$ cat src/rtl/des_ip_if.sv
// des_ip_if: byte-stream input and L0/R0 block output of the DES IP loader.
// The "master" modport is the side that sources bytes and sinks blocks;
// the "slave" modport is the loader itself.
interface des_ip_if;
    logic        in_valid;
    logic        in_ready;
    logic [1:8]  in_byte;
    logic        abort;
    logic        out_valid;
    logic        out_ready;
    logic [1:32] l0;
    logic [1:32] r0;

    modport master (
        output in_valid, in_byte, abort, out_ready,
        input  in_ready, out_valid, l0, r0
    );

    modport slave (
        input  in_valid, in_byte, abort, out_ready,
        output in_ready, out_valid, l0, r0
    );
endinterface

$ cat src/rtl/des_ip_loader.sv
// des_ip_loader: assembles eight bytes into a 64-bit block, applies the DES
// initial permutation and holds the L0/R0 halves in an output register
// until the round engine takes them.
// Optional feature macro: DES_IP_BLKCNT_EN adds the blk_cnt delivered-block
// counter port.
module des_ip_loader (
    input  logic       clk,
    input  logic       rst,
    des_ip_if.slave    bus
`ifdef DES_IP_BLKCNT_EN
    ,
    output logic [15:0] blk_cnt
`endif
);

    typedef enum logic {ST_EMPTY = 1'b0, ST_FULL = 1'b1} state_t;

    // DES initial permutation: output bit 8r+c+1 takes input bit base(r)-8c.
    function automatic logic [1:64] ip_perm(input logic [1:64] x);
        logic [1:64] y;
        int          src;
        y = 64'd0;
        for (int r = 0; r < 8; r++) begin
            for (int c = 0; c < 8; c++) begin
                src = ((r < 4) ? (58 + 2 * r) : (49 + 2 * r)) - 8 * c;
                y[8 * r + c + 1] = x[src];
            end
        end
        return y;
    endfunction

    state_t      state_q, state_d;
    logic [2:0]  cnt_q, cnt_d;
    logic [1:64] asm_q, asm_d;
    logic [1:32] l0_q, l0_d;
    logic [1:32] r0_q, r0_d;

    logic        in_ready_s;
    logic        accept_s;
    logic        load_s;
    logic [6:0]  slot_s;
    logic [1:64] blk_s;
    logic [1:64] perm_s;

    // The last byte of a group stalls only while a held block is not being taken.
    assign in_ready_s    = !((cnt_q == 3'd7) && (state_q == ST_FULL) && !bus.out_ready);
    assign accept_s      = bus.in_valid && in_ready_s;
    assign load_s        = accept_s && !bus.abort && (cnt_q == 3'd7);
    assign slot_s        = {1'b0, cnt_q, 3'b000} + 7'd1;
    assign blk_s         = {asm_q[1:56], bus.in_byte};
    assign perm_s        = ip_perm(blk_s);

    assign bus.in_ready  = in_ready_s;
    assign bus.out_valid = (state_q == ST_FULL);
    assign bus.l0        = l0_q;
    assign bus.r0        = r0_q;

    // Byte counter and assembly buffer update; abort discards the group and the byte.
    always_comb begin
        cnt_d = cnt_q;
        asm_d = asm_q;
        if (bus.abort) begin
            cnt_d = 3'd0;
        end else if (accept_s) begin
            cnt_d = cnt_q + 3'd1;
            asm_d[slot_s +: 8] = bus.in_byte;
        end else begin
            cnt_d = cnt_q;
        end
    end

    // Output FSM and output register: a new block may replace one being consumed.
    always_comb begin
        state_d = state_q;
        l0_d    = l0_q;
        r0_d    = r0_q;
        if (load_s) begin
            l0_d = perm_s[1:32];
            r0_d = perm_s[33:64];
        end else begin
            l0_d = l0_q;
            r0_d = r0_q;
        end
        case (state_q)
            ST_EMPTY: begin
                if (load_s) begin
                    state_d = ST_FULL;
                end else begin
                    state_d = ST_EMPTY;
                end
            end
            ST_FULL: begin
                if (load_s) begin
                    state_d = ST_FULL;
                end else if (bus.out_ready) begin
                    state_d = ST_EMPTY;
                end else begin
                    state_d = ST_FULL;
                end
            end
            default: begin
                state_d = ST_EMPTY;
            end
        endcase
    end

    // State, counter, assembly buffer and output halves.
    always_ff @(posedge clk or posedge rst) begin
        if (rst) begin
            state_q <= ST_EMPTY;
            cnt_q   <= 3'd0;
            asm_q   <= 64'd0;
            l0_q    <= 32'd0;
            r0_q    <= 32'd0;
        end else begin
            state_q <= state_d;
            cnt_q   <= cnt_d;
            asm_q   <= asm_d;
            l0_q    <= l0_d;
            r0_q    <= r0_d;
        end
    end

`ifdef DES_IP_BLKCNT_EN
    logic [15:0] blk_cnt_q;

    // Count blocks handed to the round engine; wraps naturally at 16 bits.
    always_ff @(posedge clk or posedge rst) begin
        if (rst) begin
            blk_cnt_q <= 16'd0;
        end else if ((state_q == ST_FULL) && bus.out_ready) begin
            blk_cnt_q <= blk_cnt_q + 16'd1;
        end else begin
            blk_cnt_q <= blk_cnt_q;
        end
    end

    assign blk_cnt = blk_cnt_q;
`endif

endmodule
$ cat src/flat_wrapper.sv
// flat-port wrapper written by rule: the top's interface ports become plain ports
module des_ip_loader_flat 
  (clk, rst, bus_in_valid, bus_in_byte, bus_abort, bus_out_ready, bus_in_ready, bus_out_valid, bus_l0, bus_r0);
  des_ip_if bus_i ();
  input  logic clk;
  input  logic rst;
  input wire logic [$bits(bus_i.in_valid)-1:0] bus_in_valid;
  input wire logic [$bits(bus_i.in_byte)-1:0] bus_in_byte;
  input wire logic [$bits(bus_i.abort)-1:0] bus_abort;
  input wire logic [$bits(bus_i.out_ready)-1:0] bus_out_ready;
  output wire logic [$bits(bus_i.in_ready)-1:0] bus_in_ready;
  output wire logic [$bits(bus_i.out_valid)-1:0] bus_out_valid;
  output wire logic [$bits(bus_i.l0)-1:0] bus_l0;
  output wire logic [$bits(bus_i.r0)-1:0] bus_r0;
  assign bus_i.in_valid = bus_in_valid;
  assign bus_i.in_byte = bus_in_byte;
  assign bus_i.abort = bus_abort;
  assign bus_i.out_ready = bus_out_ready;
  assign bus_in_ready = bus_i.in_ready;
  assign bus_out_valid = bus_i.out_valid;
  assign bus_l0 = bus_i.l0;
  assign bus_r0 = bus_i.r0;
  des_ip_loader u_core (.clk(clk), .rst(rst), .bus(bus_i));
endmodule
$ cat config.mk
export PLATFORM = sky130hd
export DESIGN_NAME = des_ip_loader_flat
export DESIGN_NICKNAME = d
export VERILOG_FILES = /design/src/rtl/des_ip_if.sv /design/src/rtl/des_ip_loader.sv /design/src/flat_wrapper.sv
export SDC_FILE = /design/constraint.sdc
export NUM_CORES = 1
export LEC_CHECK = 0
export CAP_MARGIN = 10
export CORE_MARGIN = 3
export CORE_UTILIZATION = 55
export DETAILED_ROUTE_END_ITERATION = 8
export PLACE_DENSITY = 0.79
export SYNTH_ARGS = -nofsm -noshare
export SYNTH_HDL_FRONTEND = slang
export SYNTH_SLANG_ARGS = --single-unit
$ cat constraint.sdc
create_clock -name clk -period 11.7 [get_ports clk]
set_input_delay 2.34 -clock clk [delete_from_list [all_inputs] [get_ports clk]]
set_output_delay 2.34 -clock clk [all_outputs]
set_load 0.02 [all_outputs]
; ---- Yosys cells after proc, flatten, opt, wreduce, memory -nomap -nowiden
; Index checks and enable logic that the tools add are counted.
[op_classes]
addsub = 3
multipliers = 0
div = 0
order_cmp = 0
n_eq_ne = 1
shifts = 2
muxes = 7
bitwise_logic = 3
n_reduce_logical = 10
[ops]
columns = operator, count
row1 = variable shift 66 x 9 -> 64 bit (first input constant), 1
row2 = indexed part select 66 x 9 -> 64 bit, 1
row3 = bitwise mux 64 bit, 1
row4 = negation 8 -> 9 bit, 1
row5 = NOT 7 -> 8 bit, 1
row6 = adder 6 x 1 -> 7 bit (second input constant), 1
row7 = two-way mux 3 bit, 2
row8 = logical AND 1 bit, 5
row9 = adder 3 x 1 -> 3 bit (second input constant), 1
row10 = equality test 3 bit (second input constant), 1
row11 = logical NOT 1 bit, 3
row12 = two-way mux 1 bit, 3
row13 = NOT 1 bit, 2
row14 = case mux 1 bit (2 select lines), 1
row15 = AND reduction 2 bit, 1
row16 = nonzero test 2 bit, 1
[word_totals]
register_bits = 132
latch_bits = 0
mem_bits_rw = 0
mem_bits_ro = 0
mem_count = 0

; ---- Depth between registers and ports, before layout
[depth]
word_depth = 9
depth_mapped = 7

; ---- Worst setup path before layout
; OpenSTA, ideal clock, no wires.
[synth_timing]
kind = input to output
startpoint = input port bus_out_ready
endpoint = output port bus_in_ready
t_arrival_ps = 2698
t_required_ps = 9360
setup_slack_ps = 6662
path_stages = 2
path_buffers = 1
path_cell_list = nand3b_1 > buf_2
[synth_between]
elab_chain_len = 3
[synth_rtl]
columns = element, line_no
row1 = start: declaration, flat_wrapper.sv:10  ; input wire logic [$bits(bus_i.out_ready)-1:0] bus_out_ready;
row2 = logical NOT 1 bit, des_ip_loader.sv:46  ; assign in_ready_s = !((cnt_q == 3'd7) && (state_q == ST_FULL) && !bus.out_ready);
row3 = logical AND 1 bit, des_ip_loader.sv:46
row4 = logical NOT 1 bit, des_ip_loader.sv:46
row5 = end: declaration, flat_wrapper.sv:11  ; output wire logic [$bits(bus_i.in_ready)-1:0] bus_in_ready;
; No other way between the ends.

; ---- Worst setup path after layout
; Ends and elaborated chain as after synthesis.

==> run summary <==
* result of the run: completed
* clock period minus worst slack: 6220 ps
* maximum vdd ir drop: 0.126 mV
* First DRT Iteration DRCs: 59
* wire length of the first global-routing pass: 16,500 um
* Critical Setup Path Class: in -> out
* clock latency on the worst-skew pair: 510 ps
* Yosys warnings: 0
* clock slew at the register clock pins of the worst setup and hold paths: 60 ps
* FMAX: 0.161 GHz
* Required @ worst endpoint: 9360 ps
* switching share of power: 23.6%
* die footprint: 10,700 um^2
* per-cell via count in the routed design: 5.28
* y dimension of the die: 103 um
* Max-slew headroom: 42.3%
* setup fix buffers added after clock tree synthesis: 0
* placer congestion estimate: 0.779
* residual antenna-violating net count after detailed routing: 0
* number of gates given a new drive strength after cts: 0
* Std-Cell Core Area: 8980 um^2
* number of clock sinks: 124
* Overall Global Routing Usage: 21.0%
* most frequent cell after synthesis: dfrtp_1
* initial antenna violation count: 0
* Synth Register Bits: 124
* data arrival time at the worst-slack endpoint: 3880 ps
* HPWL after detailed placement: 6350 um
* starting density of the core: 58.2%
* router iterations before antenna repair: 4
* fillers: 581
* number of cells in the finished layout apart from fillers: 557
* dpl cells: 525
* final-report setup violation count: 0
* internal power contribution: 0.830 mW
* Power per Cell Area: 163 nW/um^2
* Vias: 2,939
* Max Cap Violations: 0
* worst setup skew after layout: 6.34 ps
* fraction of post-synthesis cell area in the top cell type by area: 59.4%
* Slew Viols, Final: 0
* Post-Synthesis Net Count: 352
* final hold violation count: 0
* cell taking the most area after synthesis: dfrtp_1
* cell types occupying the most area after synthesis: dfrtp_1 (59%), mux2_4 (14%), mux2_2 (14%)
* CTS H-tree depth: 4
* CP Capture Type: output port
* slew at the pin closest to its max-slew limit: 866 ps
* CTS tree: done
* number of hold buffers added after cts: 0
* Post-synth EDFFs: 0
* net count of the finished layout: 437
* number of library cell types mapped by synthesis: 27
* wire per inst: 18.5 um
* number of antenna cells inserted: 0
* Ports: 79
* net switching power of the design: 0.256 mW
* vias in the first global route: 3,125
* Hold WC Path Type: reg -> reg
* proportion of synthesized flip-flops having asynchronous set or reset: 100%
* post-synth design cell area: 5220 um^2
* Clock Root Buffer: clkbuf_8
* aggregate routed wire length: 10,300 um
* cell count after synthesis: 333
* ratio of final minimum period to clock period: 53.1%
* Leakage: 3.30 nW
* fraction of final layout cells sized beyond drive strength 1: 35.0%
* clock network power share: 46.6%
* maximum buffer depth of the clock tree: 2
* setup TNS: 0 ps
* sequential-to-total area share from yosys stat: 59.4%
* average cell area after synthesis: 15.7 um^2
* type of element launching the critical path: input pin
* largest net degree at the start of global routing: 64
* input/output buffers: 78
* unrepaired setup endpoints after global routing: no
* layout-stage area growth over the synthesis result: 27.6%
* leading register cell type out of synthesis: dfrtp_1
* top cells by instance count after synthesis: dfrtp_1 (124), mux2_2 (63), mux2_4 (49)
* sequential share of power: 45.1%
* # DRC: 0
* Horiz. Die Dim: 103 um
* number of buffers inserted during clock tree synthesis: 17
* Rows: 34
* share of total power in combinational logic: 8.3%
* sum of overflow across all layers after global routing: 0
* crit-path max FO: 12
[registers in the layout (all words and copies together), names as in the netlist]
| name | cells |
|---|---|
| u_core.bus.l0 | 32 |
| u_core.asm_q | 56 |
| u_core.cnt_q | 3 |
| u_core.bus.out_valid | 1 |
| u_core.bus.r0 | 32 |
[layout make-up]
type | instances | area, um^2 | share of cell area [%]
flip-flops and latches | 124 | 3100 | 46.6
multi-input cells | 183 | 1970 | 29.6
repair buffers | 80 | 796 | 11.9
clock buffers | 19 | 442 | 6.63
well taps | 126 | 158 | 2.37
clock inverters | 13 | 144 | 2.16
inverters | 12 | 47.5 | 0.714
[power by group through the flow]
stage / clock [mW] / sequential (mW) / combinational (mW)
finish: 0.506 / 0.489 / 0.0906
detailed placement: 0 / 0.497 / 0.0910
global route: 0.534 / 0.493 / 0.0998
CTS: 0.513 / 0.489 / 0.0923
floorplan: 0 / 0.496 / 0.0546
global placement: 0 / 0.494 / 0.0875
[layout by cell type, fill, tap and decap left out, drive strengths merged]
| cell | Yosys | layout |
|---|---|---|
| and3 | 1 | 1 |
| mux2i | 8 | 8 |
| dfrtp | 124 | 124 |
| inv | 12 | 12 |
| and3b | 1 | 1 |
| clkinv | 0 | 7 |
| clkinvlp | 0 | 4 |
| nand3b | 1 | 1 |
| buf | 14 | 2 |
| o31ai | 1 | 1 |
| clkbuf | 0 | 19 |
| a211oi | 1 | 1 |
| nand3 | 2 | 2 |
| ha | 6 | 6 |
| nand4b | 1 | 1 |
| nand4 | 3 | 3 |
| and4 | 3 | 3 |
| nor2b | 3 | 3 |
| nand2b | 2 | 2 |
| a21oi | 1 | 1 |
| nand2 | 9 | 9 |
| o21ai | 1 | 1 |
| and2 | 25 | 25 |
| bufinv | 0 | 2 |
| mux2 | 112 | 112 |
| nor2 | 2 | 2 |
| clkdlybuf4s50 | 0 | 78 |
[worst max-delay path: stages]
cell and delay [ps]:
clkdlybuf4s50_1 460, nand3b_1 380, clkdlybuf4s50_1 700
[logic make-up after synthesis]
family                   count (synthesis)  synth area share, %
AO/OA/AOI/OAI                            4                0.479
flip-flops                             124                 59.4
AND/OR/NAND/NOR                         53                 6.49
adder cells (fa/ha/maj)                  6                 1.44
multiplexers                           120                 29.2
buffers and inverters                   26                 2.95
[stage by stage]
| step | hold slack [ps] | utilization [%] | total power [mW] | setup WS (ps) | cell area (um^2) |
|---|---|---|---|---|---|
| CTS | 500 | 74.2 | 1.09 | 5500 | 6660 |
| global route | 506 | 74.2 | 1.13 | 5440 | 6660 |
| detailed placement | 489 | 67.7 | 0.587 | 5510 | 6080 |
| floorplan | 475 | - | 0.551 | 6060 | 5220 |
| global placement | 484 | 67.7 | 0.582 | 5550 | 6080 |
| finish | 495 | 74.2 | 1.09 | 5480 | 6660 |
[per-layer routing]
layer,up-vias,GRT usage (%),routed length [um]
li1,1324,-,-
met1,1512,28.6,4710
met2,89,31.9,4970
met3,14,5.37,414
met4,0,9.56,185
met5,-,0,0
[worst paths after layout]
path | slack, ps | from | to | cells past startpoint
worst max-delay path | 5480 | bus_out_ready | bus_in_ready | 3
worst min-delay path | 490 | u_core.asm_q[21] | u_core.bus.r0[22] | 1
worst max register to register | 9140 | u_core.cnt_q[0] | u_core.bus.r0[8] | 5
worst min register to register | 490 | u_core.asm_q[21] | u_core.bus.r0[22] | 1
max in group asynchronous | 8080 | rst | u_core.asm_q[31] | 3
min in group asynchronous | 2330 | rst | u_core.bus.l0[23] | 2
Power figures use the tool's default switching activity.
